`src/rtl/pipe_pkg.sv`:
```
// pipe_pkg: buffering-mode constants and a clog2 helper shared by the pipe modules
package pipe_pkg;
  localparam int FR_HALF = 0;
  localparam int FR_SKID = 1;
  function automatic int clog2(input int x);
    int r;
    r = 0;
    while ((1 << r) < x) r++;
    return r;
  endfunction
endpackage

```
`src/rtl/handshake_pipe_stage.sv`:
```
// handshake_pipe_stage: one valid/ready register stage, either a 2-entry skid or a 1-entry half-rate buffer
module handshake_pipe_stage
  import pipe_pkg::*;
#(
  parameter int WIDTH     = 32,
  parameter int FULL_RATE = FR_SKID
) (
  input  logic             clk,
  input  logic             rst_n,
  input  logic             flush,
  input  logic             enq_valid,
  output logic             enq_ready,
  input  logic [WIDTH-1:0] enq_data,
  output logic             deq_valid,
  input  logic             deq_ready,
  output logic [WIDTH-1:0] deq_data
);
  logic             main_v_q, main_v_d;
  logic [WIDTH-1:0] main_q;
  assign deq_valid = main_v_q;
  assign deq_data  = main_q;
  if (FULL_RATE == FR_SKID) begin : g_skid
    logic             skid_v_q, skid_v_d, enq, slot;
    logic [WIDTH-1:0] skid_q;
    assign enq_ready = !skid_v_q;
    assign enq       = enq_valid && !skid_v_q;
    // main slot is free for a new occupant this cycle
    assign slot      = !main_v_q || deq_ready;
    always_comb begin
      main_v_d = slot ? (skid_v_q || enq) : 1'b1;
      skid_v_d = slot ? 1'b0 : (skid_v_q || enq);
    end
    always_ff @(posedge clk) skid_v_q <= rst_n && !flush && skid_v_d;
    always_ff @(posedge clk) begin
      if (slot && skid_v_q) main_q <= skid_q;
      else if (slot && enq) main_q <= enq_data;
      if (!slot && enq) skid_q <= enq_data;
    end
  end else begin : g_half
    assign enq_ready = !main_v_q;
    always_comb main_v_d = main_v_q ? !deq_ready : enq_valid;
    always_ff @(posedge clk) if (!main_v_q && enq_valid) main_q <= enq_data;
  end
  always_ff @(posedge clk) main_v_q <= rst_n && !flush && main_v_d;
endmodule

```
`src/rtl/handshake_pipe_flush.sv`:
```
// handshake_pipe_flush: chain of valid/ready stages with flush and an occupancy counter
module handshake_pipe_flush
  import pipe_pkg::*;
#(
  parameter int NUM_STAGES = 8,
  parameter int WIDTH      = 32,
  parameter int FULL_RATE  = FR_SKID
) (
  input  logic                                clk,
  input  logic                                rst_n,
  input  logic                                flush,
  input  logic                                valid,
  output logic                                ready_pipe,
  input  logic [WIDTH-1:0]                    data,
  output logic                                valid_pipe,
  input  logic                                ready,
  output logic [WIDTH-1:0]                    data_pipe,
  output logic [clog2(2*NUM_STAGES+1)-1:0]    count,
  output logic                                empty
);
  localparam int CW = clog2(2*NUM_STAGES+1);
  logic             v [NUM_STAGES+1];
  logic             r [NUM_STAGES+1];
  logic [WIDTH-1:0] d [NUM_STAGES+1];
  logic             live, up, dn;
  logic [CW-1:0]    count_q, count_d;
  // flush and reset block both sides in the same cycle so no beat slips through
  assign live       = rst_n && !flush;
  assign ready_pipe = live && r[0];
  assign valid_pipe = live && v[NUM_STAGES];
  assign data_pipe  = d[NUM_STAGES];
  assign v[0]       = live && valid;
  assign d[0]       = data;
  assign r[NUM_STAGES] = ready;
  for (genvar i = 0; i < NUM_STAGES; i++) begin : g_stage
    handshake_pipe_stage #(
      .WIDTH     (WIDTH),
      .FULL_RATE (FULL_RATE)
    ) u_stage (
      .clk       (clk),
      .rst_n     (rst_n),
      .flush     (flush),
      .enq_valid (v[i]),
      .enq_ready (r[i]),
      .enq_data  (d[i]),
      .deq_valid (v[i+1]),
      .deq_ready (r[i+1]),
      .deq_data  (d[i+1])
    );
  end
  assign up = valid && ready_pipe;
  assign dn = valid_pipe && ready;
  always_comb count_d = (up && !dn) ? count_q + 1'b1 : (dn && !up) ? count_q - 1'b1 : count_q;
  always_ff @(posedge clk) count_q <= live ? count_d : '0;
  assign count = count_q;
  assign empty = count_q == '0;
endmodule
```
`config.mk`:
```
export PLATFORM = sky130hd
export DESIGN_NAME = handshake_pipe_flush
export DESIGN_NICKNAME = d
export VERILOG_FILES = /design/src/rtl/pipe_pkg.sv /design/src/rtl/handshake_pipe_stage.sv /design/src/rtl/handshake_pipe_flush.sv
export SDC_FILE = /design/constraint.sdc
export NUM_CORES = 1
export LEC_CHECK = 0
export ABC_AREA = 1
export CORE_MARGIN = 1.5
export CORE_UTILIZATION = 40
export CTS_CLUSTER_DIAMETER = 150
export CTS_CLUSTER_SIZE = 10
export DETAILED_ROUTE_END_ITERATION = 6
export HOLD_SLACK_MARGIN = 0.06
export PLACE_DENSITY_LB_ADDON = 0.3
export SLEW_MARGIN = 20
export SYNTH_ARGS = -nofsm -noshare
export SYNTH_HDL_FRONTEND = slang
export SYNTH_HIERARCHICAL = 1
export SYNTH_SLANG_ARGS = --single-unit
```
`constraint.sdc`:
```
create_clock -name clk -period 4.7 [get_ports clk]
set_input_delay 0.94 -clock clk [delete_from_list [all_inputs] [get_ports clk]]
set_output_delay 0.94 -clock clk [all_outputs]
set_load 0.01 [all_outputs]
```
==> reports/metrics.yaml, run 1 <==
whs_ns: 0.4435
place_hpwl_microns: 19010
ir_drop_mv: 0.2848
critPathMaxFanout: 9
grt.total_usage_pct: 10.68
rows: 83
cts_hold_buf: 0
critPathCapture: "valid_pipe"
tightestPinTransition_ns: 0.4287
dr_total_vias: 10500
relSlewSlack_pct: 71.31
period_share_pct: 75.09
cts_tree: "built"
hold_depth: 0
synth_seq_area_share_pct: 75.98
cts_buffers: 59
grt_max_degree: 37
crit_arrival_ns: 2.59
r2r_start: "g_stage[0].u_stage/g_skid.skid_v_q"
nNetsFinal: 1682
die-area_sq_um: 53340
core-area_sq_um: 51300
cts_max_level: 2
clock-root-buffer: "clkbuf_16"
ys_warn_count: 6
n_antenna_cell: 0
synth_nets: 1601
skew_ns: 0.01236
final_cell_mix: "512 x edfxtp_1, 474 x nand2_1, 260 x nand3_1, 80 x nand2_2, 76 x clkdlybuf4s50_1"
clkLatencyLatePin_ns: 0.58
wl_microns: 27830
syn_area_per_cell_sq_um: 13.33
end_kind: "output pin"
ys.flop_type: "edfxtp_1"
status: "finished, final reports clean"
tns_ns: 0
initial_core_util_pct: 40.52
cts_buffer_depth: 3
synth_cell_type_count: 22
io_buffers: 76
critPathLaunchType: "input port"
wl_per_cell_microns: 11.87
antenna_left: 0
drv_cap: 0
fin_crit_ns: 3.529
grt-ovfl-total: 0
crit-reg2reg-capture: "count[4]"
synth_edf_count: 512
fp.dieW_microns: 231.0
clk_pin_slew_ns: 0.05
grt_pass1_wl_microns: 48380
syn-cell-area_sq_um: 20790
viasPerCell: 4.479
required_ns: 3.76
first_pass_iters: 5
synthArstFlopShare_pct: 0
ys_ff_latch: 533
hold_viol: 0
antenna_found_initial: 0
final_common_cell: "edfxtp_1"
die_y_microns: 231.0
area_delta_synth_final_pct: 13.18
place_congestion: 0.7421
grt_pass1_vias: 10540
drtIter0Drc: 504
p_leak_nw: 8.735
reg2reg_depth: 13
drv_slew: 0
post_cts_buffers: 0
setup_viol: 0
drc: 0
rsz0062_at_grt: "false"
rrSetupSlack_ns: 2.38
cts.repair.resized: 0
crit_start: "rst_n"
power.density_nw_per_um2: 390.7
drive_above_1_share_pct: 12.50
fmax_mhz: 283.3
io-pin-count: 77
path_class: "input port to output pin"
syn_inst: 1559
hold_path.class: "flip-flop to flip-flop"
clock_sinks: 533
critical path, stage by stage:
cell and delay [ns]:
clkdlybuf4s50_1 0.61, nand2_1 0.28, nor2_1 0.20, clkdlybuf4s50_1 0.56
synthesized netlist by cell type (all sizes together), types with 2 or more instances:
| cell type | n | area (sq um) |
|---|---|---|
| or2 | 2 | 12.51 |
| dfxtp | 21 | 420.4 |
| o21ai | 9 | 45.04 |
| nand3 | 260 | 1301 |
| xor2 | 2 | 17.52 |
| edfxtp | 512 | 15370 |
| nand2 | 570 | 2460 |
| inv | 45 | 168.9 |
| ha | 4 | 50.05 |
| nor2 | 48 | 180.2 |
| buf | 80 | 710.7 |
| a21oi | 3 | 15.01 |
metrics by stage:
| stage | setup WS, ns | instances | utilization, % | total power [mW] | area (sq um) |
|---|---|---|---|---|---|
| global route | 1.047 | 2344 | 45.86 | 9.549 | 23530 |
| CTS | 1.162 | 2344 | 45.86 | 9.352 | 23530 |
| finish | 1.171 | 2344 | 45.86 | 9.192 | 23530 |
| global placement | 1.203 | 2259 | 42.71 | 5.366 | 21910 |
| floorplan | 1.553 | 1559 | - | 5.311 | 20790 |
| detailed placement | 1.158 | 2259 | 42.71 | 5.370 | 21910 |
sequential cells by signal, summed over array words and instances (netlist names):
signal / count
g_stage.u_stage/deq_data: 256
g_stage.u_stage/g_skid.skid_q: 256
g_stage.u_stage/deq_valid: 8
g_stage.u_stage/g_skid.skid_v_q: 8
count: 5
area by class of cell:
cell class,instances,area (sq um)
fill,4535,27780
sequential,533,15800
multi-input combinational,901,4153
clock buffer,82,1584
timing repair buffer,100,940.9
tap,680,850.8
inverter,45,168.9
clock inverter,3,33.78
per-layer routing:
metal / wire length, microns / up-vias / global-route usage (%) / share of wire, %
li1: - / 5564 / - / -
met4: 611 / 0 / 3.901 / 2.2
met3: 1188 / 49 / 2.495 / 4.3
met1: 12320 / 4706 / 12.37 / 44
met5: 0 / - / 0 / 0
met2: 13710 / 179 / 19.18 / 49
logic make-up after synthesis:
kind of cell	share of synthesized area (%)
AOI/OAI and AO/OA	0.2889
xor gates and xnor gates	0.08428
adders and majority gates	0.3371
buffers and inverters	4.231
DFF	75.98
and+or+nand+nor	19.07
where the power goes:
part	switching (mW)	internal (mW)	total [mW]	leakage, nW
clock	1.62	2.30	3.92	0.781
sequential	0.00878	5.16	5.17	4.78
combinational	0.0488	0.0500	0.0988	3.18
total	1.68	7.51	9.19	8.74
how the worst min path moves through the flow:
stage	startpoint	end	slack, ns
global placement	g_stage[5].u_stage/deq_data[27]	g_stage[6].u_stage/g_skid.skid_q[27]	0.44
CTS	g_stage[3].u_stage/deq_data[19]	g_stage[4].u_stage/g_skid.skid_q[19]	0.45
finish	g_stage[2].u_stage/deq_data[25]	g_stage[3].u_stage/g_skid.skid_q[25]	0.44
detailed placement	g_stage[4].u_stage/deq_data[24]	g_stage[5].u_stage/g_skid.skid_q[24]	0.43
floorplan	g_stage[0].u_stage/deq_data[0]	g_stage[1].u_stage/g_skid.skid_q[0]	0.43
global route	g_stage[4].u_stage/deq_data[22]	g_stage[5].u_stage/g_skid.skid_q[22]	0.45
Note: power is estimated with default switching activity, not from simulation.
==> inputs of run 2 (changes only) <==
==> constraint.sdc (replaced) <==
create_clock -name clk -period 3.5 [get_ports clk]
set_input_delay 0.7 -clock clk [delete_from_list [all_inputs] [get_ports clk]]
set_output_delay 0.7 -clock clk [all_outputs]
set_load 0.01 [all_outputs]
==> reports/metrics.yaml, run 2 (synthesis gave the netlist of run 1 again) <==
status: "finished, final reports clean"
finalNonFillerCells: 2347
final_common_cell: "edfxtp_1"
drc: 0
setup_viol: 0
tightestPinTransition_ns: 0.4077
p_seq_share_pct: 56.2
intPower_mw: 10.13
drv_cap: 0
wl_microns: 27070
dp.cells: 2261
initial_core_util_pct: 40.52
cts_hold_buf: 0
drive_above_1_share_pct: 12.54
cts_max_level: 2
fp.dieW_microns: 231.0
n_antenna_cell: 0
clk_pin_slew_ns: 0.05
required_ns: 2.80
io_buffers: 76
post_cts_buffers: 0
clock_sinks: 533
critPathMaxFanout: 9
clkLatencyLatePin_ns: 0.57
rows: 83
io-pin-count: 77
place_congestion: 0.7186
critPathLaunchType: "input port"
final_cell_mix: "512 x edfxtp_1, 474 x nand2_1, 260 x nand3_1, 80 x nand2_2, 76 x clkdlybuf4s50_1"
hold_path.class: "flip-flop to flip-flop"
path_class: "input port to output pin"
crit_arrival_ns: 2.13
worstPathCellList: "clkdlybuf4s50_1 > nand2_1 > nor2_1 > clkdlybuf4s50_1"
nNetsFinal: 1684
clock-root-buffer: "clkbuf_16"
cts_buffer_depth: 3
end_kind: "output pin"
final_cell_area_sq_um: 23550
grt.total_usage_pct: 10.47
cp_slowest_stage_delay_ns: 0.55
grt_pass1_vias: 10430
period_share_pct: 80.72
area_delta_synth_final_pct: 13.28
power.density_nw_per_um2: 524.9
cp_top_family: "buffers and inverters"
cts.repair.resized: 0
die_y_microns: 231.0
core-area_sq_um: 51300
tns_ns: 0
die-area_sq_um: 53340
cp_common_cell: "clkdlybuf4s50_1"
first_pass_iters: 4
antenna_found_initial: 0
place_hpwl_microns: 18670
skew_ns: 0.01498
fin_crit_ns: 2.825
rrSetupSlack_ns: 1.50
fmax_mhz: 353.9
drv_slew: 0
relSlewSlack_pct: 72.82
hold_viol: 0
grt_pass1_wl_microns: 47580
grt_max_degree: 37
wl_per_cell_microns: 11.54
dr_total_vias: 10510
place_area_sq_um: 21920
grt-ovfl-total: 0
slowest_stage: "clkdlybuf4s50_1"
whs_ns: 0.4404
ir_drop_mv: 0.3345
combPwrFrac_pct: 1.1
cts_buffers: 59
swShare_pct: 18.01
drtIter0Drc: 474
antenna_left: 0
power.switching_mw: 2.227
path_buf_inv: 2
viasPerCell: 4.477
clkPwrFrac_pct: 42.7
p_leak_nw: 8.748
cts_tree: "built"
rsz0062_at_grt: "false"
==> run 2: cell count changes in the layout (fill, tap and decap cells not counted), sizes merged <==
cell | before | now
inv | 47 | 46
clkbuf | 82 | 85
clkinv | 1 | 0
buf | 24 | 26
==> run 2: layer usage <==
metal  GRT usage, %  vias to the layer above  part of all wire (%)
li1               -                     5572                     -
met1          12.17                     4736                    45
met2          18.74                      149                    49
met3          2.544                       50                   4.2
met4          3.676                        0                   2.2
met5              0                        -                     0
==> run 2: power groups by stage <==
stage               clock (mW)  combinational [mW]  sequential, mW
finish                    5.28               0.132            6.95
global route              5.76               0.151            6.94
CTS                       5.49               0.135            6.94
detailed placement           0               0.134            7.08
global placement             0               0.131            7.07
floorplan                    0              0.0589            7.07
==> run 2: worst paths after layout <==
kind | startpoint | endpoint | depth (start not counted)
worst min register to register | g_stage[3].u_stage/deq_data[11] | g_stage[4].u_stage/g_skid.skid_q[11] | 0
worst min-delay path | g_stage[3].u_stage/deq_data[11] | g_stage[4].u_stage/g_skid.skid_q[11] | 0
worst max register to register | g_stage[0].u_stage/g_skid.skid_v_q | count[3] | 11
worst max-delay path | rst_n | valid_pipe | 4
==> run 2: cell type report <==
class	instances	area, sq um
inverter	45	168.9
clock inverter	1	8.758
timing repair buffer	102	955.9
fill	4578	27750
sequential	533	15800
clock buffer	85	1617
multi-input combinational	901	4153
tap	680	850.8
==> run 2: per-stage QoR <==
step	setup slack [ns]	power (mW)	util [%]
after floorplan	0.5932	7.132	-
after global placement	0.6069	7.205	42.73
after detailed placement	0.5340	7.210	42.73
after CTS	0.6416	12.56	45.90
after global routing	0.5509	12.85	45.90
final	0.6747	12.36	45.90
